File: src/rtl/syn_fft_pkg.sv
// Shared types, constants and the round/saturate helper for the FFT datapath.
package syn_fft_pkg;

  localparam int FFT_BUT_LAT = 3;
  localparam int FFT_DATA_W  = 16;
  localparam int FFT_TWDL_W  = 16;

  typedef struct packed {
    logic signed [FFT_DATA_W-1:0] re;
    logic signed [FFT_DATA_W-1:0] im;
  } fft_cplx_t;

  typedef struct packed {
    logic signed [FFT_TWDL_W-1:0] re;
    logic signed [FFT_TWDL_W-1:0] im;
  } fft_twdl_t;

  typedef struct packed {
    logic               sat;
    logic signed [63:0] val;
  } sat_rnd_t;

  // Optional /2 with round-half-up, then clamp to a signed out_w range.
  function automatic sat_rnd_t sat_rnd(input logic signed [63:0] v,
                                       input logic halve,
                                       input int out_w);
    sat_rnd_t r;
    logic signed [63:0] t, hi, lo;
    t  = halve ? ((v + 64'sd1) >>> 1) : v;
    hi = (64'sd1 <<< (out_w - 1)) - 64'sd1;
    lo = -hi - 64'sd1;
    r.sat = 1'b0;
    r.val = t;
    if (t > hi) begin
      r.val = hi;
      r.sat = 1'b1;
    end else if (t < lo) begin
      r.val = lo;
      r.sat = 1'b1;
    end
    return r;
  endfunction

endpackage

File: src/rtl/syn_but_fifo.sv
// First-word-fall-through FIFO; head holds its last value when the FIFO drains.
module syn_but_fifo #(
  parameter int WIDTH = 64,
  parameter int DEPTH = 8
) (
  input  logic                     gclk,
  input  logic                     grst_n,
  input  logic                     wr_en,
  input  logic [WIDTH-1:0]         wr_data,
  input  logic                     rd_en,
  output logic [WIDTH-1:0]         rd_data,
  output logic                     empty,
  output logic [$clog2(DEPTH):0]   occ,
  output logic                     ovf,
  output logic                     unf
);

  localparam int AW = $clog2(DEPTH);

  logic [WIDTH-1:0] mem [DEPTH];
  logic [AW-1:0]    wr_ptr, rd_ptr;
  logic [WIDTH-1:0] hold_q;
  logic             full, pop, push;

  assign empty   = (occ == '0);
  assign full    = (occ == (AW+1)'(DEPTH));
  assign pop     = rd_en & ~empty;
  // A pop in the same cycle frees the slot the write lands in.
  assign push    = wr_en & (~full | pop);
  assign ovf     = wr_en & full & ~pop;
  assign unf     = rd_en & empty;
  assign rd_data = empty ? hold_q : mem[rd_ptr];

  always_ff @(posedge gclk or negedge grst_n) begin
    if (!grst_n) begin
      wr_ptr <= '0;
      rd_ptr <= '0;
      occ    <= '0;
      hold_q <= '0;
    end else begin
      if (push) wr_ptr <= wr_ptr + AW'(1);
      if (pop) begin
        rd_ptr <= rd_ptr + AW'(1);
        hold_q <= mem[rd_ptr];
      end
      case ({push, pop})
        2'b10:   occ <= occ + (AW+1)'(1);
        2'b01:   occ <= occ - (AW+1)'(1);
        default: occ <= occ;
      endcase
    end
  end

  always_ff @(posedge gclk) begin
    if (push) mem[wr_ptr] <= wr_data;
  end

endmodule

File: src/rtl/syn_fft_but_pipe.sv
// Pipelined radix-2 DIT butterfly: X = A + W*B, Y = A - W*B, into an output FIFO.
module syn_fft_but_pipe import syn_fft_pkg::*; #(
  parameter int DATA_W     = 16,
  parameter int TWDL_W     = 16,
  parameter int FIFO_DEPTH = 8,
  parameter int SCALE_EN   = 1
) (
  input  logic                          clk_ir,
  input  logic                          rst_il,
  input  logic [2*DATA_W-1:0]           sample_a_i,
  input  logic [2*DATA_W-1:0]           sample_b_i,
  input  logic [2*TWDL_W-1:0]           twdl_i,
  input  logic                          sample_rdy_i,
  input  logic                          inv_mode_i,
  input  logic                          scale_i,
  output logic [2*DATA_W-1:0]           res_x_o,
  output logic [2*DATA_W-1:0]           res_y_o,
  output logic                          res_rdy_o,
  input  logic                          res_ack_i,
  output logic [$clog2(FIFO_DEPTH):0]   fifo_occ_o,
  output logic                          sat_flag_o,
  output logic                          bffr_ovrflw_o,
  output logic                          bffr_underflw_o,
  input  logic                          clr_flags_i
);

  localparam int STAGES = FFT_BUT_LAT;
  localparam int PW     = DATA_W + TWDL_W;
  localparam int SW     = PW + 1;
  localparam int RW     = DATA_W + 2;

  typedef struct packed {
    logic signed [DATA_W-1:0] re;
    logic signed [DATA_W-1:0] im;
  } cplx_t;
  typedef struct packed {
    logic signed [TWDL_W-1:0] re;
    logic signed [TWDL_W-1:0] im;
  } twdl_t;
  typedef logic signed [PW-1:0] pw_t;
  typedef logic signed [SW-1:0] sw_t;
  typedef logic signed [RW-1:0] rw_t;

  localparam sw_t RND = sw_t'(1) <<< (TWDL_W - 2);

  logic [STAGES:1] vld_pipe;
  cplx_t a1, b1, a2, a3;
  twdl_t w1;
  logic  sc1, sc2, sc3;
  pw_t   p_rr, p_ii, p_ri, p_ir;
  rw_t   p3_re, p3_im, pre_rnd, pim_rnd;
  sw_t   pre_sum, pim_sum;
  sat_rnd_t xr_s, xi_s, yr_s, yi_s;
  cplx_t x_res, y_res;
  logic  sat_evt, fifo_empty, fifo_ovf, fifo_unf;

  always_ff @(posedge clk_ir or negedge rst_il) begin
    if (!rst_il) vld_pipe <= '0;
    else         vld_pipe <= {vld_pipe[STAGES-1:1], sample_rdy_i};
  end

  // Data registers load only with their stage valid, so idle-cycle input churn is ignored.
  always_ff @(posedge clk_ir) begin
    if (sample_rdy_i) begin
      a1    <= sample_a_i;
      b1    <= sample_b_i;
      w1.re <= twdl_i[2*TWDL_W-1:TWDL_W];
      w1.im <= inv_mode_i ? -twdl_i[TWDL_W-1:0] : twdl_i[TWDL_W-1:0];
      sc1   <= scale_i & (SCALE_EN != 0);
    end
    if (vld_pipe[1]) begin
      a2   <= a1;
      sc2  <= sc1;
      p_rr <= pw_t'(b1.re) * pw_t'(w1.re);
      p_ii <= pw_t'(b1.im) * pw_t'(w1.im);
      p_ri <= pw_t'(b1.re) * pw_t'(w1.im);
      p_ir <= pw_t'(b1.im) * pw_t'(w1.re);
    end
    if (vld_pipe[2]) begin
      a3    <= a2;
      sc3   <= sc2;
      p3_re <= pre_rnd;
      p3_im <= pim_rnd;
    end
  end

  always_comb begin
    pre_sum = sw_t'(p_rr) - sw_t'(p_ii) + RND;
    pim_sum = sw_t'(p_ri) + sw_t'(p_ir) + RND;
    pre_rnd = rw_t'(pre_sum >>> (TWDL_W - 1));
    pim_rnd = rw_t'(pim_sum >>> (TWDL_W - 1));
  end

  always_comb begin
    xr_s     = sat_rnd(64'(a3.re) + 64'(p3_re), sc3, DATA_W);
    xi_s     = sat_rnd(64'(a3.im) + 64'(p3_im), sc3, DATA_W);
    yr_s     = sat_rnd(64'(a3.re) - 64'(p3_re), sc3, DATA_W);
    yi_s     = sat_rnd(64'(a3.im) - 64'(p3_im), sc3, DATA_W);
    x_res.re = DATA_W'(xr_s.val);
    x_res.im = DATA_W'(xi_s.val);
    y_res.re = DATA_W'(yr_s.val);
    y_res.im = DATA_W'(yi_s.val);
    sat_evt  = vld_pipe[STAGES] & (xr_s.sat | xi_s.sat | yr_s.sat | yi_s.sat);
  end

  syn_but_fifo #(
    .WIDTH (4*DATA_W),
    .DEPTH (FIFO_DEPTH)
  ) u_fifo (
    .gclk    (clk_ir),
    .grst_n  (rst_il),
    .wr_en   (vld_pipe[STAGES]),
    .wr_data ({x_res, y_res}),
    .rd_en   (res_ack_i),
    .rd_data ({res_x_o, res_y_o}),
    .empty   (fifo_empty),
    .occ     (fifo_occ_o),
    .ovf     (fifo_ovf),
    .unf     (fifo_unf)
  );

  assign res_rdy_o = ~fifo_empty;

  // A new event in the clear cycle wins.
  always_ff @(posedge clk_ir or negedge rst_il) begin
    if (!rst_il) begin
      sat_flag_o      <= 1'b0;
      bffr_ovrflw_o   <= 1'b0;
      bffr_underflw_o <= 1'b0;
    end else begin
      sat_flag_o      <= (sat_flag_o & ~clr_flags_i) | sat_evt;
      bffr_ovrflw_o   <= (bffr_ovrflw_o & ~clr_flags_i) | fifo_ovf;
      bffr_underflw_o <= (bffr_underflw_o & ~clr_flags_i) | fifo_unf;
    end
  end

endmodule

File: config.mk
export PLATFORM = sky130hd
export DESIGN_NAME = syn_fft_but_pipe
export DESIGN_NICKNAME = d
export VERILOG_FILES = /design/src/rtl/syn_fft_pkg.sv /design/src/rtl/syn_but_fifo.sv /design/src/rtl/syn_fft_but_pipe.sv
export SDC_FILE = /design/constraint.sdc
export NUM_CORES = 2
export LEC_CHECK = 0
export ABC_AREA = 1
export BUFFER_PORTS_ARGS = -buffer_cell sky130_fd_sc_hd__buf_2
export CAP_MARGIN = 10
export CORE_MARGIN = 5
export CORE_UTILIZATION = 59
export DETAILED_ROUTE_END_ITERATION = 10
export PLACE_DENSITY_LB_ADDON = 0.12
export SETUP_SLACK_MARGIN = 0.02
export SLEW_MARGIN = 20
export SYNTH_ARGS = -nofsm -noshare
export SYNTH_HDL_FRONTEND = slang
export SYNTH_SLANG_ARGS = --single-unit
File: constraint.sdc
create_clock -name clk_ir -period 6.5 [get_ports clk_ir]
set_input_delay 0.325 -clock clk_ir [delete_from_list [all_inputs] [get_ports clk_ir]]
set_output_delay 0.325 -clock clk_ir [all_outputs]
set_load 0.05 [all_outputs]
==> flow_metrics.env <==
export IMPL_status="complete, no violations"
export IMPL_max_slew_worst_pin_slew_ps=1040
export IMPL_final_cell_mix="inv_1, nand2_1, fa_1"
export IMPL_synth_area_per_cell_sq_um=9.257
export IMPL_synth_simple_area_share_pct=13.49
export IMPL_grt_pass1_wl_um=339900
export IMPL_yosysUniqueCellTypes=65
export IMPL_synth_flop_cell="edfxtp_1"
export IMPL_slew_violations=0
export IMPL_fin_hold_ws_ps=81.35
export IMPL_syn_inst=9147
export IMPL_synthXorXnorAreaFrac_pct=2.441
export IMPL_rrSetupSlack_ps=230
export IMPL_synth_fa_ha_area_share_pct=32.76
export IMPL_grt_ovfl_total=0
export IMPL_initial_core_util_pct=59.15
export IMPL_critPathKind="reg2reg"
export IMPL_antennaDiodeCount=0
export IMPL_ys_async_sr_fraction_pct=8.705
export IMPL_grt_pass1_vias=63160
export IMPL_clk_pin_slew_ps=60
export IMPL_final_common_cell="inv_1"
export IMPL_place_inst=11080
export IMPL_clkLatencyLatePin_ps=720
export IMPL_cts_root_buffer="clkbuf_16"
export IMPL_arrival_ps=6710
export IMPL_portBuffers=174
export IMPL_synth_nets=10840
export IMPL_drive_gt1_share_pct=8.036
export IMPL_grt_use_total_pct=28.27
export IMPL_synth_top_family_by_area="adder cells"
export IMPL_row_count=139
export IMPL_die_area_sq_mm=0.1512
export IMPL_clock_path_buffers=3
export IMPL_drc=0
export IMPL_hpwlAfterDp_um=158800
export IMPL_ys_seq_area_share_pct=32.12
export IMPL_r2r_start="w1[22]"
export IMPL_min_path_type="in2reg"
export IMPL_antenna_found_initial=1
export IMPL_core_area_sq_mm=0.1431
export IMPL_numCtsBuffers=97
export IMPL_layout_cells_non_filler=11390
export IMPL_synth_area_leaders="edfxtp_1, fa_1, inv_1"
export IMPL_finalCritPeriodShare_pct=96.46
export IMPL_setup_violations=0
export IMPL_crit_required_ps=6940
export IMPL_io_pins=175
export IMPL_syn_area_sq_mm=0.08467
export IMPL_max_cap_viol_count=0
export IMPL_finalInstanceArea_sq_mm=0.09349
export IMPL_worstSetupEndpointType="flop"
export IMPL_vias=61140
export IMPL_drt_iter0_markers=4569
export IMPL_place_congestion=0.9078
export IMPL_hold_violations=0
export IMPL_cts_htree_levels=3
export IMPL_fin_nets=11090
export IMPL_placed_area_sq_mm=0.08882
export IMPL_detail_route_first_pass_iterations=7
export IMPL_syn_to_final_growth_pct=10.41
export IMPL_synth_edff_count=839
export IMPL_ys_ff_latch=919
export IMPL_skew_ps=38.46
export IMPL_crit_start="w1[22]"
export IMPL_via_per_inst=5.370
export IMPL_synth_area_leader_cell="edfxtp_1"
export IMPL_min_period_ps=6270
export IMPL_synth_compound_area_share_pct=7.216
export IMPL_min_from="twdl_i[15]"
export IMPL_cp_max_fo=18
export IMPL_slew_limit_headroom_pct=29.91
export IMPL_cts_tree="built"
export IMPL_dieHeight_um=388.8
export IMPL_die_width_um=388.8
export IMPL_grt_max_degree=171
export IMPL_netlist_area_leader_share_pct=29.76
export IMPL_rsz0062_at_grt="false"
export IMPL_ant_nets=0
export IMPL_route_final_wire_length_um=210600
export IMPL_muxShareOfSynthArea_pct=0.7566
export IMPL_clkSinkCount=919
export IMPL_yosys_warnings=0
export IMPL_wl_per_cell_um=18.50
export IMPL_cp_start_kind="flop"
export IMPL_timing_fmax_mhz=159.5
==> synthesized netlist by cell type, drive strengths merged, types with 9 or more instances <==
cell type  instances
o32ai             64
ha               532
dfrtp             80
nand4             56
nand2           1951
o31ai              9
xor2             155
o21ai            490
a31oi             11
edfxtp           839
nand3            184
o21bai            19
nor3              41
a21boi            20
o21a              16
nor2             563
inv             2131
buf               46
mux2i             64
a21oi            275
fa              1053
o221ai            73
xnor2             78
clkbuf           313
o211ai            25
==> routing by layer <==
layer	GRT usage [%]	part of all wire, %	routed length (um)	up-vias
met5	0	0.011	23	-
met4	9.321	3.6	7496	2
met3	3.193	5.5	11540	314
met2	48.53	50	104400	1781
met1	37.87	41	87190	30190
li1	-	-	-	28850
==> registers in the layout, summed over array words and instances (netlist names), 3 cells and up <==
register	flops
w1	32
u_fifo.occ	4
p_rr	32
a2	32
p_ir	32
u_fifo.wr_ptr	3
u_fifo.mem	512
vld_pipe	3
p_ri	32
a3	32
p3_re	18
p_ii	32
p3_im	18
b1	32
u_fifo.rd_ptr	3
a1	32
u_fifo.hold_q	64
==> cell type report <==
type / instances / area, sq um
fill: 11600 / 49650
multi-input combinational: 5737 / 48170
sequential: 919 / 27210
inverter: 2132 / 8013
timing repair buffer: 510 / 4337
clock buffer: 139 / 2748
tap: 1903 / 2381
clock inverter: 45 / 624.3
==> worst max-delay path, cell delays in order (launching register included) <==
cell,delay (ps)
edfxtp_1,360
buf_4,180
buf_12,160
nand2_1,80
inv_1,50
fa_1,550
inv_1,60
fa_1,560
fa_1,440
fa_1,500
inv_1,60
fa_1,530
inv_1,50
fa_1,520
inv_1,40
ha_1,330
a21oi_1,140
a21boi_1,290
o21ai_1,190
a21oi_1,240
inv_1,70
a21oi_1,240
inv_1,80
a21oi_1,160
xnor2_1,80
==> stage by stage <==
stage,util (%),worst slack [ps],TNS [ps]
final,65.31,230.4,0
after global routing,65.31,1.360,0
after CTS,65.09,60.92,0
after detailed placement,62.05,-19.59,-31.35
after global placement,62.05,57.39,0
after floorplan,-,64.45,0
==> logic make-up (layout without fill, tap and decap cells) <==
| family | after synthesis | count (layout) |
|---|---|---|
| and+or+nand+nor | 2822 | 2822 |
| buffers and inverters | 2491 | 2826 |
| adders and majority gates | 1585 | 1585 |
| AOI/OAI and AO/OA | 1033 | 1033 |
| DFF | 919 | 919 |
| xor gates and xnor gates | 233 | 233 |
| muxes | 64 | 64 |
==> what timing repair did <==
item | in CTS | in global routing
hold endpoints to repair | 126 | 0
resized for setup | 2 | 45
hold buffers | 97 | 0
setup endpoints to repair | 4 | 31
pin swaps | 0 | 3
buffers inserted | 0 | 21
==> worst paths after layout <==
kind                                     to  cells past startpoint
max                                p_ir[24]                     24
min                                  w1[15]                      2
max reg2reg                        p_ir[24]                     24
min reg2reg                           a2[6]                      0
max in group asynchronous       vld_pipe[2]                      3
min in group asynchronous  u_fifo.wr_ptr[2]                      2
Power is left out: the tool's default activity adds up to more than one toggle a clock period on the data nets, which glitch-free logic cannot reach.
